===== src/rtl/deck_turn_ctrl.sv =====
// Turn rotation and deck-draw controller: deals INIT_DRAW cards per board, passes turns on
// STATE_TURN, and draws a random available card (1..CARD_NUM scan cycles; sends wait on ctrl_ready).
module deck_turn_ctrl #(
   parameter int          PLAYER     = 0,
   parameter int          NUM_PLAYER = 2,
   parameter int          CARD_NUM   = 106,
   parameter int          CW         = 7,
   parameter int          INIT_DRAW  = 14,
   parameter logic [15:0] LFSR_SEED  = 16'hACE1
) (
   input  logic                clk,
   input  logic                rst,
   input  logic                interboard_rst,
   input  logic                start_game,
   input  logic                done_and_next,
   input  logic                draw_and_next,
   input  logic                rule_valid,
   input  logic                interboard_en,
   input  logic [3:0]          interboard_msg_type,
   input  logic                ctrl_ready,
   input  logic [CARD_NUM-1:0] available_card,
   output logic                my_turn,
   output logic                transmit,
   output logic                can_done,
   output logic                can_draw,
   output logic                deck_empty,
   output logic [1:0]          cur_player,
   output logic                ctrl_en,
   output logic [3:0]          ctrl_msg_type,
   output logic [CW-1:0]       ctrl_card
);

   localparam logic [3:0]     MSG_DRAW = 4'd5;
   localparam logic [3:0]     MSG_TURN = 4'd6;
   localparam int             DCW      = $clog2(INIT_DRAW + 1);
   localparam logic [DCW-1:0] DEAL_M1  = DCW'(INIT_DRAW - 1);
   localparam logic [CW-1:0]  LAST_IDX = CW'(CARD_NUM - 1);
   localparam logic [CW:0]    CARD_W   = (CW + 1)'(CARD_NUM);
   localparam logic [1:0]     ME       = 2'(PLAYER);
   localparam logic [1:0]     LAST_PL  = 2'(NUM_PLAYER - 1);
   localparam bit             IS_P0    = (PLAYER == 0);

   typedef enum logic [3:0] {
      IDLE, DEAL_WAIT, PICK, SCAN, SEND_DRAW, WAIT_CLR, SEND_TURN, WAIT_TURN, MY_TURN
   } state_t;

   state_t         state, state_n;
   logic [1:0]     player_n;
   logic [DCW-1:0] deal_cnt, deal_cnt_n;
   logic           dealing, dealing_n;
   logic           deck_empty_n;
   logic           ctrl_en_n;
   logic [3:0]     msg_n;
   logic [CW-1:0]  card_n;
   logic [CW-1:0]  idx, idx_n;
   logic [CW-1:0]  scan_cnt, scan_cnt_n;
   logic [15:0]    lfsr, lfsr_n;

   logic           turn_msg;
   logic           wrap;
   logic [1:0]     nxt_player;
   logic [CW-1:0]  raw_idx;
   logic [CW-1:0]  pick_idx;

   assign turn_msg   = interboard_en && (interboard_msg_type == MSG_TURN);
   assign wrap       = (cur_player == LAST_PL);
   assign nxt_player = wrap ? 2'd0 : cur_player + 2'd1;

   // CARD_NUM > 2^(CW-1), so a single conditional subtract folds any raw value into range
   assign raw_idx  = lfsr[CW-1:0];
   assign pick_idx = ({1'b0, raw_idx} >= CARD_W) ? raw_idx - CARD_W[CW-1:0] : raw_idx;

   assign my_turn  = (state != IDLE) && (cur_player == ME);
   assign transmit = my_turn;
   assign can_done = (state == MY_TURN) && rule_valid;
   assign can_draw = (state == MY_TURN) && !deck_empty;

   always_comb begin
      state_n      = state;
      player_n     = cur_player;
      deal_cnt_n   = deal_cnt;
      dealing_n    = dealing;
      deck_empty_n = deck_empty;
      ctrl_en_n    = 1'b0;
      msg_n        = ctrl_msg_type;
      card_n       = ctrl_card;
      idx_n        = idx;
      scan_cnt_n   = scan_cnt;
      lfsr_n       = {lfsr[14:0], lfsr[15] ^ lfsr[13] ^ lfsr[12] ^ lfsr[10]};

      case (state)
         IDLE: begin
            if (start_game) begin
               dealing_n  = 1'b1;
               deal_cnt_n = '0;
               state_n    = IS_P0 ? PICK : DEAL_WAIT;
            end
         end
         DEAL_WAIT, WAIT_TURN: begin
            if (turn_msg) begin
               player_n = nxt_player;
               if (wrap && dealing)
                  dealing_n = 1'b0;
               if (nxt_player == ME)
                  state_n = dealing_n ? PICK : MY_TURN;
            end
         end
         PICK: begin
            idx_n      = pick_idx;
            scan_cnt_n = '0;
            state_n    = SCAN;
         end
         SCAN: begin
            if (available_card[idx]) begin
               card_n       = idx;
               deck_empty_n = 1'b0;
               state_n      = SEND_DRAW;
            end else if (scan_cnt == LAST_IDX) begin
               deck_empty_n = 1'b1;
               state_n      = SEND_TURN;
            end else begin
               idx_n      = (idx == LAST_IDX) ? '0 : idx + CW'(1);
               scan_cnt_n = scan_cnt + CW'(1);
            end
         end
         SEND_DRAW: begin
            if (ctrl_ready) begin
               ctrl_en_n = 1'b1;
               msg_n     = MSG_DRAW;
               state_n   = WAIT_CLR;
            end
         end
         WAIT_CLR: begin
            // memory acknowledges the draw by dropping the card from the deck
            if (!available_card[ctrl_card]) begin
               if (dealing) begin
                  deal_cnt_n = deal_cnt + DCW'(1);
                  state_n    = (deal_cnt == DEAL_M1) ? SEND_TURN : PICK;
               end else begin
                  state_n = SEND_TURN;
               end
            end
         end
         SEND_TURN: begin
            if (ctrl_ready) begin
               ctrl_en_n  = 1'b1;
               msg_n      = MSG_TURN;
               player_n   = nxt_player;
               deal_cnt_n = '0;
               state_n    = WAIT_TURN;
               if (wrap && dealing) begin
                  dealing_n = 1'b0;
                  if (IS_P0)
                     state_n = MY_TURN;
               end
            end
         end
         MY_TURN: begin
            if (done_and_next && rule_valid)
               state_n = SEND_TURN;
            else if (draw_and_next && !deck_empty)
               state_n = PICK;
         end
         default: state_n = IDLE;
      endcase

      if (interboard_rst) begin
         state_n      = IDLE;
         player_n     = '0;
         deal_cnt_n   = '0;
         dealing_n    = 1'b0;
         deck_empty_n = 1'b0;
         ctrl_en_n    = 1'b0;
         msg_n        = '0;
         card_n       = '0;
         idx_n        = '0;
         scan_cnt_n   = '0;
         lfsr_n       = LFSR_SEED;
      end
   end

   always_ff @(posedge clk or posedge rst) begin
      if (rst) begin
         state         <= IDLE;
         cur_player    <= '0;
         deal_cnt      <= '0;
         dealing       <= 1'b0;
         deck_empty    <= 1'b0;
         ctrl_en       <= 1'b0;
         ctrl_msg_type <= '0;
         ctrl_card     <= '0;
         idx           <= '0;
         scan_cnt      <= '0;
         lfsr          <= LFSR_SEED;
      end else begin
         state         <= state_n;
         cur_player    <= player_n;
         deal_cnt      <= deal_cnt_n;
         dealing       <= dealing_n;
         deck_empty    <= deck_empty_n;
         ctrl_en       <= ctrl_en_n;
         ctrl_msg_type <= msg_n;
         ctrl_card     <= card_n;
         idx           <= idx_n;
         scan_cnt      <= scan_cnt_n;
         lfsr          <= lfsr_n;
      end
   end

endmodule


===== config.mk =====
export PLATFORM = sky130hd
export DESIGN_NAME = deck_turn_ctrl
export DESIGN_NICKNAME = d
export VERILOG_FILES = /design/src/rtl/deck_turn_ctrl.sv
export SDC_FILE = /design/constraint.sdc
export NUM_CORES = 1
export LEC_CHECK = 0
export BUFFER_PORTS_ARGS = -buffer_cell sky130_fd_sc_hd__buf_2
export CORE_UTILIZATION = 40
export CTS_BUF_LIST = sky130_fd_sc_hd__clkbuf_2
export CTS_CLUSTER_DIAMETER = 200
export DETAILED_ROUTE_END_ITERATION = 12
export GPL_ROUTABILITY_DRIVEN = 0
export SYNTH_ARGS = -nofsm -noshare
export SYNTH_HDL_FRONTEND = slang
export SYNTH_SLANG_ARGS = --single-unit

===== constraint.sdc =====
create_clock -name clk -period 3.51 [get_ports clk]
set_clock_uncertainty 0.05 [all_clocks]
set_input_delay 0.351 -clock clk [delete_from_list [all_inputs] [get_ports clk]]
set_output_delay 0.351 -clock clk [all_outputs]
set_load 0.1 [all_outputs]

Word level (Yosys, flattened, before mapping)
Index checks and enable logic that the tools add are counted.

word-level totals
  flip-flop bits (word level) = 54
  input port bits = 119
  output and inout bits = 19
  word-level logic and storage cells = 139

cells by class
  add/sub/neg operators = 5
  magnitude comparators = 3
  equality and inequality tests = 24
  muxes and demuxes = 63
  bitwise gates (word level) = 3
  reduce and logical (&&, ||, !) cells = 30

operator list
  kind                                                       count
  2-to-1 mux 4 bit                                           20
  2-to-1 mux 7 bit                                           11
  one-hot mux 4 bit (8 select lines)                         1
  one-hot mux 7 bit (2 select lines)                         2
  != test 3 bit (second input constant)                      9
  equality test 4 x 3 -> 1 bit (second input constant)       5
  < comparator 7 x 8 -> 1 bit (second input constant)        2
  2-to-1 mux 1 bit                                           16
  2-to-1 mux 16 bit                                          1
  adder 7 x 1 -> 7 bit (second input constant)               2
  binary-select mux 1 bit (select 7 bit)                     2
  equality test 7 bit (second input constant)                2
  one-hot mux 4 bit (3 select lines)                         1
  nonzero test 3 bit                                         4
  nonzero test 4 bit                                         3
  AND reduction 3 bit                                        3
  equality test 4 x 2 -> 1 bit (second input constant)       2
  equality test 4 bit (second input constant)                2
  2-to-1 mux 2 bit                                           4
  one-hot mux 4 bit (2 select lines)                         1
  AND reduction 8 bit                                        1
  greater-or-equal comparator 7 bit (second input constant)  1
  logical AND 1 bit                                          7
  subtractor 7 bit (second input constant)                   1
  other kinds (18)                                           25

Depth between registers and ports, before layout
Gate-level depths: netlist (run 1).

  depth in word-level cells = 10
  depth in mapped cells = 12
  mapped depth without buffers = 10

Worst setup path before layout (run 1)
OpenSTA, ideal clock, no wires.

  path type = register to output
  from = register state[2]
  to = output transmit
  data arrival time = 3.669 ns
  data required time = 3.109 ns
  setup slack = -0.560 ns
  cell stages (with the launch flop) = 6
  path buffers = 3
  path through = dfrtp_1 clkbuf_1 clkbuf_1 nor4_1 nor3_1 buf_4

on the way
  word-level cells in the longest chain between the ends = 2

ends and longest elaborated chain
  what                    line  source
  from (decl)             47    state_t state, state_n;
  from (signal assigned)  196   state <= state_n;
  nonzero test 4 bit      73    assign my_turn = (state != IDLE) && (cur_player == ME);
  logical AND 1 bit       73
  to (decl)               23    output logic transmit,

No other way between the ends.

Worst setup path in the final report (run 1)
  from = register idx[0]
  to = register state[2]

on the way
  word-level cells in the longest chain between the ends = 5
  elaborated cells on any way between the ends = 7
  classes of those cells = eq/ne: 1; mux: 5; reduce/logical: 1

ends and longest elaborated chain
  what                                      line  source
  from (decl)                               55    logic [CW-1:0] idx, idx_n;
  from (signal assigned)                    204   idx <= idx_n;
  binary-select mux 1 bit (select 7 bit) *  114   if (available_card[idx]) begin
  2-to-1 mux 1 bit (not written as such) *  114
  2-to-1 mux 4 bit                          114
  one-hot mux 4 bit (8 select lines)        91    case (state)
  2-to-1 mux 4 bit                          167   if (interboard_rst) begin

Mark *: on every way between the ends. The rest lies on a longest branch, timed or not. The select of a mux whose other input is x is not followed.
A chain may end at the register's enable or synchronous reset.

==> impl_metrics.ini, run 1 <==
[run_status]
status = completed

[global_route]
grt_pass1_wl_um = 22380
grt_max_degree = 54
antenna_found_initial = 0
grt_use_total_pct = 21.95
grt_pass1_vias = 4405
globalRouteOverflowTotal = 0

[sta]
final-setup-viol-count = 0
fmax_ghz = 0.3203
rsz0062_at_grt = no
slew_violations = 0
worst_pin_slew_ps = 1097
slew_headroom_pct = 26.84
setup_tns_ps = 0
final-hold-violation-count = 0
post-route-min-period_ps = 3122
fin_crit_sh_pct = 88.95

[synth]
syn_inst = 473
synth_edf_count = 0
yosysWarnings = 0
yosys.cell_types.count = 72
async_flop_share_pct = 100.0
avgSynthCellArea_um2 = 10.44
syn-cell-area_um2 = 4937
ys.flop_type = dfrtp_1
ys_seq_area_share_pct = 27.07
synth_fp_nets = 599
ys_ff_latch = 53

[clock_tree]
cts_tree = done
numClockSinks = 53
cts_buffer_depth = 2
postCtsHoldBufs = 0
cts_setup_buffers = 0
cts_buffers = 5
postCtsResizedCells = 0
htree_levels = 2
path_clk_slew_ps = 270
clock_latency_ps = 440
root_buffer = clkbuf_2

[die]
die_h_um = 113.1
fp-row-count = 40
pin_count = 138
fp.dieW_um = 113.1
coreArea_um2 = 12010
dieArea_um2 = 12790
initial_core_util_pct = 41.10

[place]
place_inst = 733
post_dp_cell_area_um2 = 5724
dp_hpwl_um = 10710
port_buffers = 136

[hold_path]
hold_class = input pin to asynchronous set/reset pin

[routing]
wl_per_cell_um = 18.60
wl_um = 13770
antenna_left = 0
via_per_inst = 6.045
vias = 4473
drtPass1Iterations = 5
dr.first_iter.drc_count = 360
drc = 0

[critical_path]
critPathRequiredTime_ps = 3830
crit_type = flop to flop
worstPathArrival_ps = 3440
crit_fanout = 22
crit_path_end_kind = flop
critical_path.max_stage_delay_ps = 550
start_kind = flop
cp_slowest_cell = mux4_1
crit_chain = buf_12, mux4_1, nor2b_1, a2111oi_0, a2111o_1, a32oi_4, or3_4, o2111ai_4, mux2_4

[layout]
final_cells = 740
final_common_cell = buf_2
post-route-cell-area_um2 = 5766
mostFrequentLayoutCells = buf_2 (136), dfrtp_1 (42), nor2_1 (36), mux2i_1 (33), nand2_1 (30)
drive_gt1_share_pct = 39.46
area_growth_pct = 16.78
diodes = 0
nNetsFinal = 719

[power]
ir_worst_vdd_v = 0.0001826
p_leak_nw = 2.423
powerDensity_nw_per_um2 = 506.2

[job]
cap_violations = 0
## Yosys cell counts, drive strengths merged, types with 9 or more instances
library cell | n | area [µm²]
nand3 | 17 | 85.08
xnor2 | 9 | 78.83
dfrtp | 45 | 1126
buf | 24 | 171.4
o21ai | 18 | 90.09
a21oi | 20 | 103.9
mux2 | 13 | 157.7
nor2 | 37 | 146.4
clkbuf | 14 | 52.55
nand2 | 30 | 112.6
nor3 | 11 | 60.06
mux4 | 43 | 1021
nor2b | 19 | 118.9
a22o | 17 | 148.9
mux2i | 33 | 330.3
inv | 13 | 48.80
## registers in the layout, summed over array words and instances (netlist names)
name and count:
ctrl_card 7, scan_cnt 7, deck_empty 1, ctrl_en 1
deal_cnt 4, state 4, lfsr 16, idx 7
ctrl_msg_type 3, cur_player 2, dealing 1
## cells by family after synthesis
kind of cell / Yosys count / synth area share, %
AOI/OAI and AO/OA: 105 / 16.40
DFF: 53 / 27.07
adders and majority gates: 7 / 1.774
other: 1 / 0.07595
and+or+nand+nor: 156 / 16.65
muxes: 89 / 30.56
xor gates and xnor gates: 11 / 1.951
buffers and inverters: 51 / 5.525
## stage by stage
step / setup WS, ps / hold slack (ps) / util (%) / power (W)
2_1_floorplan: 186.1 / 360.2 / - / 0.002296
3_3_place_gp: 439.1 / 369.7 / 47.66 / 0.002658
3_5_place_dp: 364.8 / 364.0 / 47.66 / 0.002680
4_1_cts: 347.6 / 119.3 / 48.00 / 0.002920
5_1_grt: 103.8 / 157.6 / 48.00 / 0.003119
6_report: 388.0 / 83.60 / 48.00 / 0.002919
## critical path: cells and delay by family (launching register included)
| kind | cells | cell delay [ps] |
|---|---|---|
| buf+inv | 1 | 200 |
| mux | 2 | 880 |
| compound gates | 4 | 930 |
| simple gates | 2 | 520 |
| flops | 1 | 470 |
## final timing paths
path / startpoint / to / slack, ps / cells past startpoint
max in group asynchronous: rst / ctrl_card[0]$_DFFE_PP0P_ / 2560 / 2
setup / recovery: idx[0]$_DFFE_PP0P_ / state[2]$_DFFE_PP0P_ / 390 / 9
min in group clk: interboard_rst / state[3]$_DFFE_PP0P_ / 170 / 2
setup reg to reg: idx[0]$_DFFE_PP0P_ / state[2]$_DFFE_PP0P_ / 390 / 9
hold / removal: rst / lfsr[9]$_DFF_PP0_ / 80 / 2
hold reg to reg: lfsr[14]$_DFF_PP0_ / lfsr[15]$_DFF_PP1_ / 420 / 1
## cell type report
cell class                 instances  area, µm²
fill                            1131       6246
sequential                        53       1340
inverter                          13      48.80
tap                              147      183.9
timing repair buffer             151      818.3
clock inverter                     2      16.27
clock buffer                       5      25.02
multi-input combinational        369       3333
## where the power goes
part | total, W | switching, W | internal, W
Sequential | 0.000836 | 0.000149 | 0.000687
Combinational | 0.00184 | 0.00106 | 0.000783
Clock | 0.000238 | 0.000192 | 0.0000464
Total | 0.00292 | 0.00140 | 0.00152
## layer usage
metal  wire length, µm  GRT usage (%)  up-vias
met5                 0              0        -
met4               306          6.140        0
met3               778          3.214       31
met2              6650          37.06      172
met1              6032          29.43     2204
li1                  -              -     2066
Power figures use the tool's default switching activity.
==> run 2, diff against run 1 <==
--- a/config.mk
+++ b/config.mk
@@ -5,6 +5,7 @@
 export SDC_FILE = /design/constraint.sdc
 export NUM_CORES = 1
 export LEC_CHECK = 0
+export ABC_AREA = 1
 export BUFFER_PORTS_ARGS = -buffer_cell sky130_fd_sc_hd__buf_2
 export CORE_UTILIZATION = 40
 export CTS_BUF_LIST = sky130_fd_sc_hd__clkbuf_2
==> run 2 against run 1 <==
  * Flip-flop and latch count unchanged
  * Largest cell class unchanged
  * Critical path depth increased by 4
  * Global-route usage increased by 3.6 points
==> impl_metrics.ini, run 2 <==
[run_status]
status = completed

[layout]
mostFrequentLayoutCells = nand2_1 (289), nand3_1 (140), buf_2 (136), inv_1 (98), nor2_1 (77)
largest_reg_flops = 16
drive_gt1_share_pct = 20.04
nNetsFinal = 1123
final_common_cell = nand2_1
final_cells = 1170
area_growth_pct = 14.28
diodes = 0
top_register = lfsr
fillCellCount = 1465

[critical_path]
worstPathArrival_ps = 2980
start_kind = flop
r2r_cells = 13
reg2reg_to = scan_cnt[4]$_DFFE_PP0P_
crit_path_end_kind = flop
critPathRequiredTime_ps = 3840
r2r_start = idx[0]$_DFFE_PP0P_
crit_type = flop to flop
crit_fanout = 69
rrSetupSlack_ps = 860

[routing]
drc = 0
dr.first_iter.drc_count = 540
via_per_inst = 5.171
vias = 6050
antenna_left = 0
wl_um = 17090
wl_per_cell_um = 14.61
drtPass1Iterations = 5

[synth]
yosys.cell_types.count = 39
syn-cell-area_um2 = 5241
synth_fp_nets = 1019
yosysWarnings = 0
synth_area_leaders = dfrtp_1 (21%), nand2_1 (21%), nand3_1 (13%)
yosysMostFrequentCell = nand2_1
yosysTopAreaCellShare_pct = 21.48
ys_top_cells_by_count = nand2_1 (289), nand3_1 (140), inv_1 (99)
syn_inst = 893
synth_edf_count = 0
ys_seq_area_share_pct = 25.50
ys.flop_type = dfrtp_1
async_flop_share_pct = 100.0
avgSynthCellArea_um2 = 5.869
synth_top_cell_by_area = dfrtp_1
ys_ff_latch = 53

[die]
die_h_um = 116.5
dieArea_um2 = 13570
fp-row-count = 41
coreArea_um2 = 12720
fp.dieW_um = 116.5
pin_count = 138
initial_core_util_pct = 41.20

[clock_tree]
path_clk_slew_ps = 250
root_buffer = clkbuf_2
cts_setup_buffers = 0
clock_latency_ps = 450
cts_buffers = 5
postCtsResizedCells = 0
numClockSinks = 53
cts_buffer_depth = 2
cts_tree = done
htree_levels = 2
postCtsHoldBufs = 1

[power]
p_clk_share_pct = 8.1
power_switching_w = 0.001697
seqPwrFrac_pct = 26.1
swShare_pct = 56.45
powerDensity_nw_per_um2 = 501.9
combPwrFrac_pct = 65.9
ir_worst_vdd_v = 0.0002582
p_int_w = 0.001309
p_leak_nw = 3.149

[global_route]
grt_use_total_pct = 25.54
grt_pass1_wl_um = 27260
grt_pass1_vias = 5430
globalRouteOverflowTotal = 0
antenna_found_initial = 0
grt_max_degree = 70

[place]
dp_hpwl_um = 12230
dp_slack_ps = 911.2
port_buffers = 136
place_inst = 1161

[sta]
final-hold-violation-count = 0
slew_headroom_pct = 46.42
worst_pin_slew_ps = 802.6
setup_ws_ps = 861.9
final-setup-viol-count = 0
post-route-min-period_ps = 2648
slew_violations = 0
fin_crit_sh_pct = 75.44
setup_tns_ps = 0
rsz0062_at_grt = no
fmax_ghz = 0.3776

[hold_path]
min_from = interboard_msg_type[3]
holdPathStages = 4
hold_end = cur_player[0]$_DFFE_PP0P_
hold_class = input pin to flop

[job]
cap_violations = 0
==> run 2: cell types whose count changed after synthesis, sizes merged, moves of 17 or more <==
cell   before  now
nand2      30  290
nand3      17  141
inv        13  104
mux4       43    0
o21ai      18   60
nor2       37   78
mux2i      33    0
nor2b      19    0
a22o       17    0
==> run 2: critical path, stage by stage, from the launching register on <==
cell and delay [ps]:
dfrtp_2 420, buf_4 550, nor2_1 120, nor2_1 100, o21ai_0 90, nand3_1 120, nand3_1 80, nand2_1 80
nand3_1 110, nand2_1 150, nand4_4 180, nand2_4 340, nand2_1 110, o21ai_2 70
==> run 2: area by class of cell <==
| cell class | instances | area (µm²) | share of cell area (%) |
|---|---|---|---|
| clock buffers | 6 | 30.03 | 0.5014 |
| clock inverters | 2 | 11.26 | 0.1880 |
| inverters | 104 | 390.4 | 6.518 |
| multi-input cells | 686 | 3238 | 54.06 |
| flip-flops and latches | 53 | 1339 | 22.35 |
| well taps | 172 | 215.2 | 3.593 |
| repair buffers | 147 | 765.7 | 12.78 |
==> run 2: power groups by stage <==
stage / logic (W) / clock network (W) / registers, W
detailed placement: 0.00197 / 0 / 0.000793
global route: 0.00221 / 0.000273 / 0.000797
finish: 0.00198 / 0.000243 / 0.000784
global placement: 0.00196 / 0 / 0.000792
CTS: 0.00197 / 0.000258 / 0.000782
floorplan: 0.00152 / 0 / 0.000866
==> run 2: metal layers <==
layer  wire length (µm)  vias up  global-route usage (%)
met4                319        0                   6.838
li1                   -     3090                       -
met2               7674      228                   42.37
met3                964       23                   2.335
met5                  0        -                       0
met1               8132     2709                   35.53
==> run 2: cells by family after synthesis <==
family | synth area share, %
xor gates and xnor gates | 1.003
adders and majority gates | 1.671
buffers and inverters | 12.82
AOI/OAI and AO/OA | 14.49
and+or+nand+nor | 44.45
DFF | 25.50
other | 0.07155
==> run 2: worst max-delay path by stage <==
stage | startpoint | to | slack, ps | depth (start not counted)
after detailed placement | idx[0]$_DFFE_PP0P_ | idx[0]$_DFFE_PP0P_ | 910 | 13
after floorplan | cur_player[1]$_DFFE_PP0P_ | transmit | 490 | 2
after CTS | idx[0]$_DFFE_PP0P_ | idx[0]$_DFFE_PP0P_ | 860 | 13
final | idx[0]$_DFFE_PP0P_ | scan_cnt[4]$_DFFE_PP0P_ | 860 | 13
after global routing | idx[0]$_DFFE_PP0P_ | idx[3]$_DFFE_PP0P_ | 540 | 13
after global placement | idx[0]$_DFFE_PP0P_ | idx[0]$_DFFE_PP0P_ | 920 | 13
==> run 2: stage by stage <==
step,total power [W],utilization [%],instance area (µm²),hold slack (ps)
after global routing,0.003278,47.08,5989,237.0
after detailed placement,0.002758,46.68,5938,286.0
after global placement,0.002753,46.68,5938,290.3
after CTS,0.003014,47.08,5989,198.1
after floorplan,0.002387,-,5246,360.2
final,0.003006,47.08,5989,233.8
==> run 3, diff against run 2 <==
==> constraint.sdc (replaced) <==
create_clock -name clk -period 2.7 [get_ports clk]
set_clock_uncertainty 0.05 [all_clocks]
set_input_delay 0.27 -clock clk [delete_from_list [all_inputs] [get_ports clk]]
set_output_delay 0.27 -clock clk [all_outputs]
set_load 0.1 [all_outputs]
==> run 3 against run 2 <==
  * Register-to-register slack worse by 580 ps
  * Sequential share of layout area decreased by 0.52 points
  * Non-clock buffer count is 8 higher
  * Highest routed layer unchanged
  * Hold slack lost 160 ps
==> impl_metrics.ini, run 3 (synthesis gave the netlist of run 2 again) <==
[sta]
slew_violations = 0
hold_ws_ps = 69.71
final-hold-violation-count = 0
setup_tns_ps = 0
fin_crit_sh_pct = 89.67
final-setup-viol-count = 0
rsz0062_at_grt = no
setup_ws_ps = 278.8
post-route-min-period_ps = 2421
fmax_ghz = 0.4130
worst_pin_slew_ps = 582.5
slew_headroom_pct = 61.11

[critical_path]
start_kind = flop
crit_type = flop to flop
crit_path_frequent_cell = nand2_1
critical_path.max_stage_delay_ps = 700
worstPathArrival_ps = 2740
crit_path_end_kind = flop
rrSetupSlack_ps = 280
cp_slowest_cell = dfrtp_1
crit_fanout = 28
critPathRequiredTime_ps = 3020
r2r_cells = 12
crit_chain = nand2_1, inv_1, nand3_1, nand2_1, a21oi_1, nand2_1, nand3_1, nand2_1, nand4_4, nand2_4, nand2_1, o21ai_2

[global_route]
use_met1_pct = 35.65
grt_use_met3_pct = 2.076
globalRouteOverflowTotal = 0
top_usage_layer = met2
use_met2_pct = 45.48
grt_max_degree = 49
grt_use_total_pct = 26.40
grt_pass1_wl_um = 28070
antenna_found_initial = 0
grt_pass1_vias = 5659

[power]
ir_worst_vdd_v = 0.0002979
p_leak_nw = 3.215
powerDensity_nw_per_um2 = 676.9

[die]
fp.dieW_um = 116.5
pin_count = 138
die_h_um = 116.5
dieArea_um2 = 13570
initial_core_util_pct = 41.20
coreArea_um2 = 12720
fp-row-count = 41

[job]
cap_violations = 0

[layout]
top_register = lfsr
mostFrequentLayoutCells = nand2_1 (289), nand3_1 (140), buf_2 (136), inv_1 (98), nor2_1 (77)
drive_gt1_share_pct = 20.68
fillCellCount = 1461
nNetsFinal = 1131
largest_reg_flops = 16
diodes = 0
final_common_cell = nand2_1
area_growth_pct = 16.97

[routing]
dr.first_iter.drc_count = 627
drtPass1Iterations = 6
vias = 6116
drc = 0
wl_um = 17300
wl_per_cell_um = 14.69
antenna_left = 0
via_per_inst = 5.192

[run_status]
status = completed

[clock_tree]
cts_buffers = 5
root_buffer = clkbuf_2
cts_setup_buffers = 0
htree_levels = 2
path_clk_slew_ps = 280
cts_tree = done
clock_latency_ps = 450
numClockSinks = 53
cts_buffer_depth = 2

[place]
dp_slack_ps = 313.6
port_buffers = 136
dp_hpwl_um = 13100

[hold_path]
holdPathStages = 2
hold_class = input pin to flop
run 3: changes by cell type in the layout (fill, tap and decap cells not counted):
| cell | previous run | this run |
|---|---|---|
| bufinv_16 | 0 | 1 |
| buf_4 | 10 | 14 |
| nor3_4 | 0 | 1 |
| clkbuf_2 | 6 | 5 |
| buf_12 | 0 | 4 |
| nor3_2 | 1 | 0 |
run 3: worst max-delay path: cells and delay by family (launching register included):
kind / cells / cell delay (ps)
AOI/OAI and AO/OA: 2 / 110
and+or+nand+nor: 9 / 1290
DFF: 1 / 700
buffers and inverters: 1 / 220
run 3: final timing paths:
check | from | to
max reg2reg | idx[2]$_DFFE_PP0P_ | idx[2]$_DFFE_PP0P_
max in group asynchronous | rst | lfsr[11]$_DFF_PP1_
max | idx[2]$_DFFE_PP0P_ | idx[2]$_DFFE_PP0P_
min | interboard_rst | ctrl_msg_type[2]$_DFFE_PP0P_
min in group asynchronous | rst | state[2]$_DFFE_PP0P_
min reg2reg | lfsr[14]$_DFF_PP0_ | lfsr[15]$_DFF_PP1_
run 3: cell type report:
type	count	area, µm²	area share [%]
Clock buffer	5	25.02	0.4082
Clock inverter	3	41.29	0.6735
Inverter	104	390.4	6.367
Multi-Input combinational cell	686	3244	52.92
Sequential cell	53	1339	21.84
Tap cell	172	215.2	3.510
Timing Repair Buffer	155	875.8	14.29
run 3: timing repair:
item	CTS	global route
resized for setup	0	0
hold buffers	1	0
endpoints found under the setup margin	0	0
endpoints found under the hold margin	15	0
run 3: power by group:
part / switching (W) / internal (W)
clock: 0.000261 / 0.000153
combinational: 0.00186 / 0.000835
sequential: 0.000136 / 0.000902
total: 0.00226 / 0.00189
run 3: metal layers:
metal / vias to the layer above / wire length, µm
met5: - / 0
met4: 0 / 208
met3: 13 / 975
li1: 3107 / -
met1: 2783 / 7951
met2: 213 / 8168
run 3: stage by stage:
stage | std cells | area, µm² | utilization (%) | power [W]
after floorplan | 893 | 5253 | - | 0.003114
after global placement | 1169 | 6055 | 47.59 | 0.003742
after detailed placement | 1169 | 6055 | 47.59 | 0.003728
after CTS | 1178 | 6131 | 48.19 | 0.004155
after global routing | 1178 | 6131 | 48.19 | 0.004517
final | 1178 | 6131 | 48.19 | 0.004150
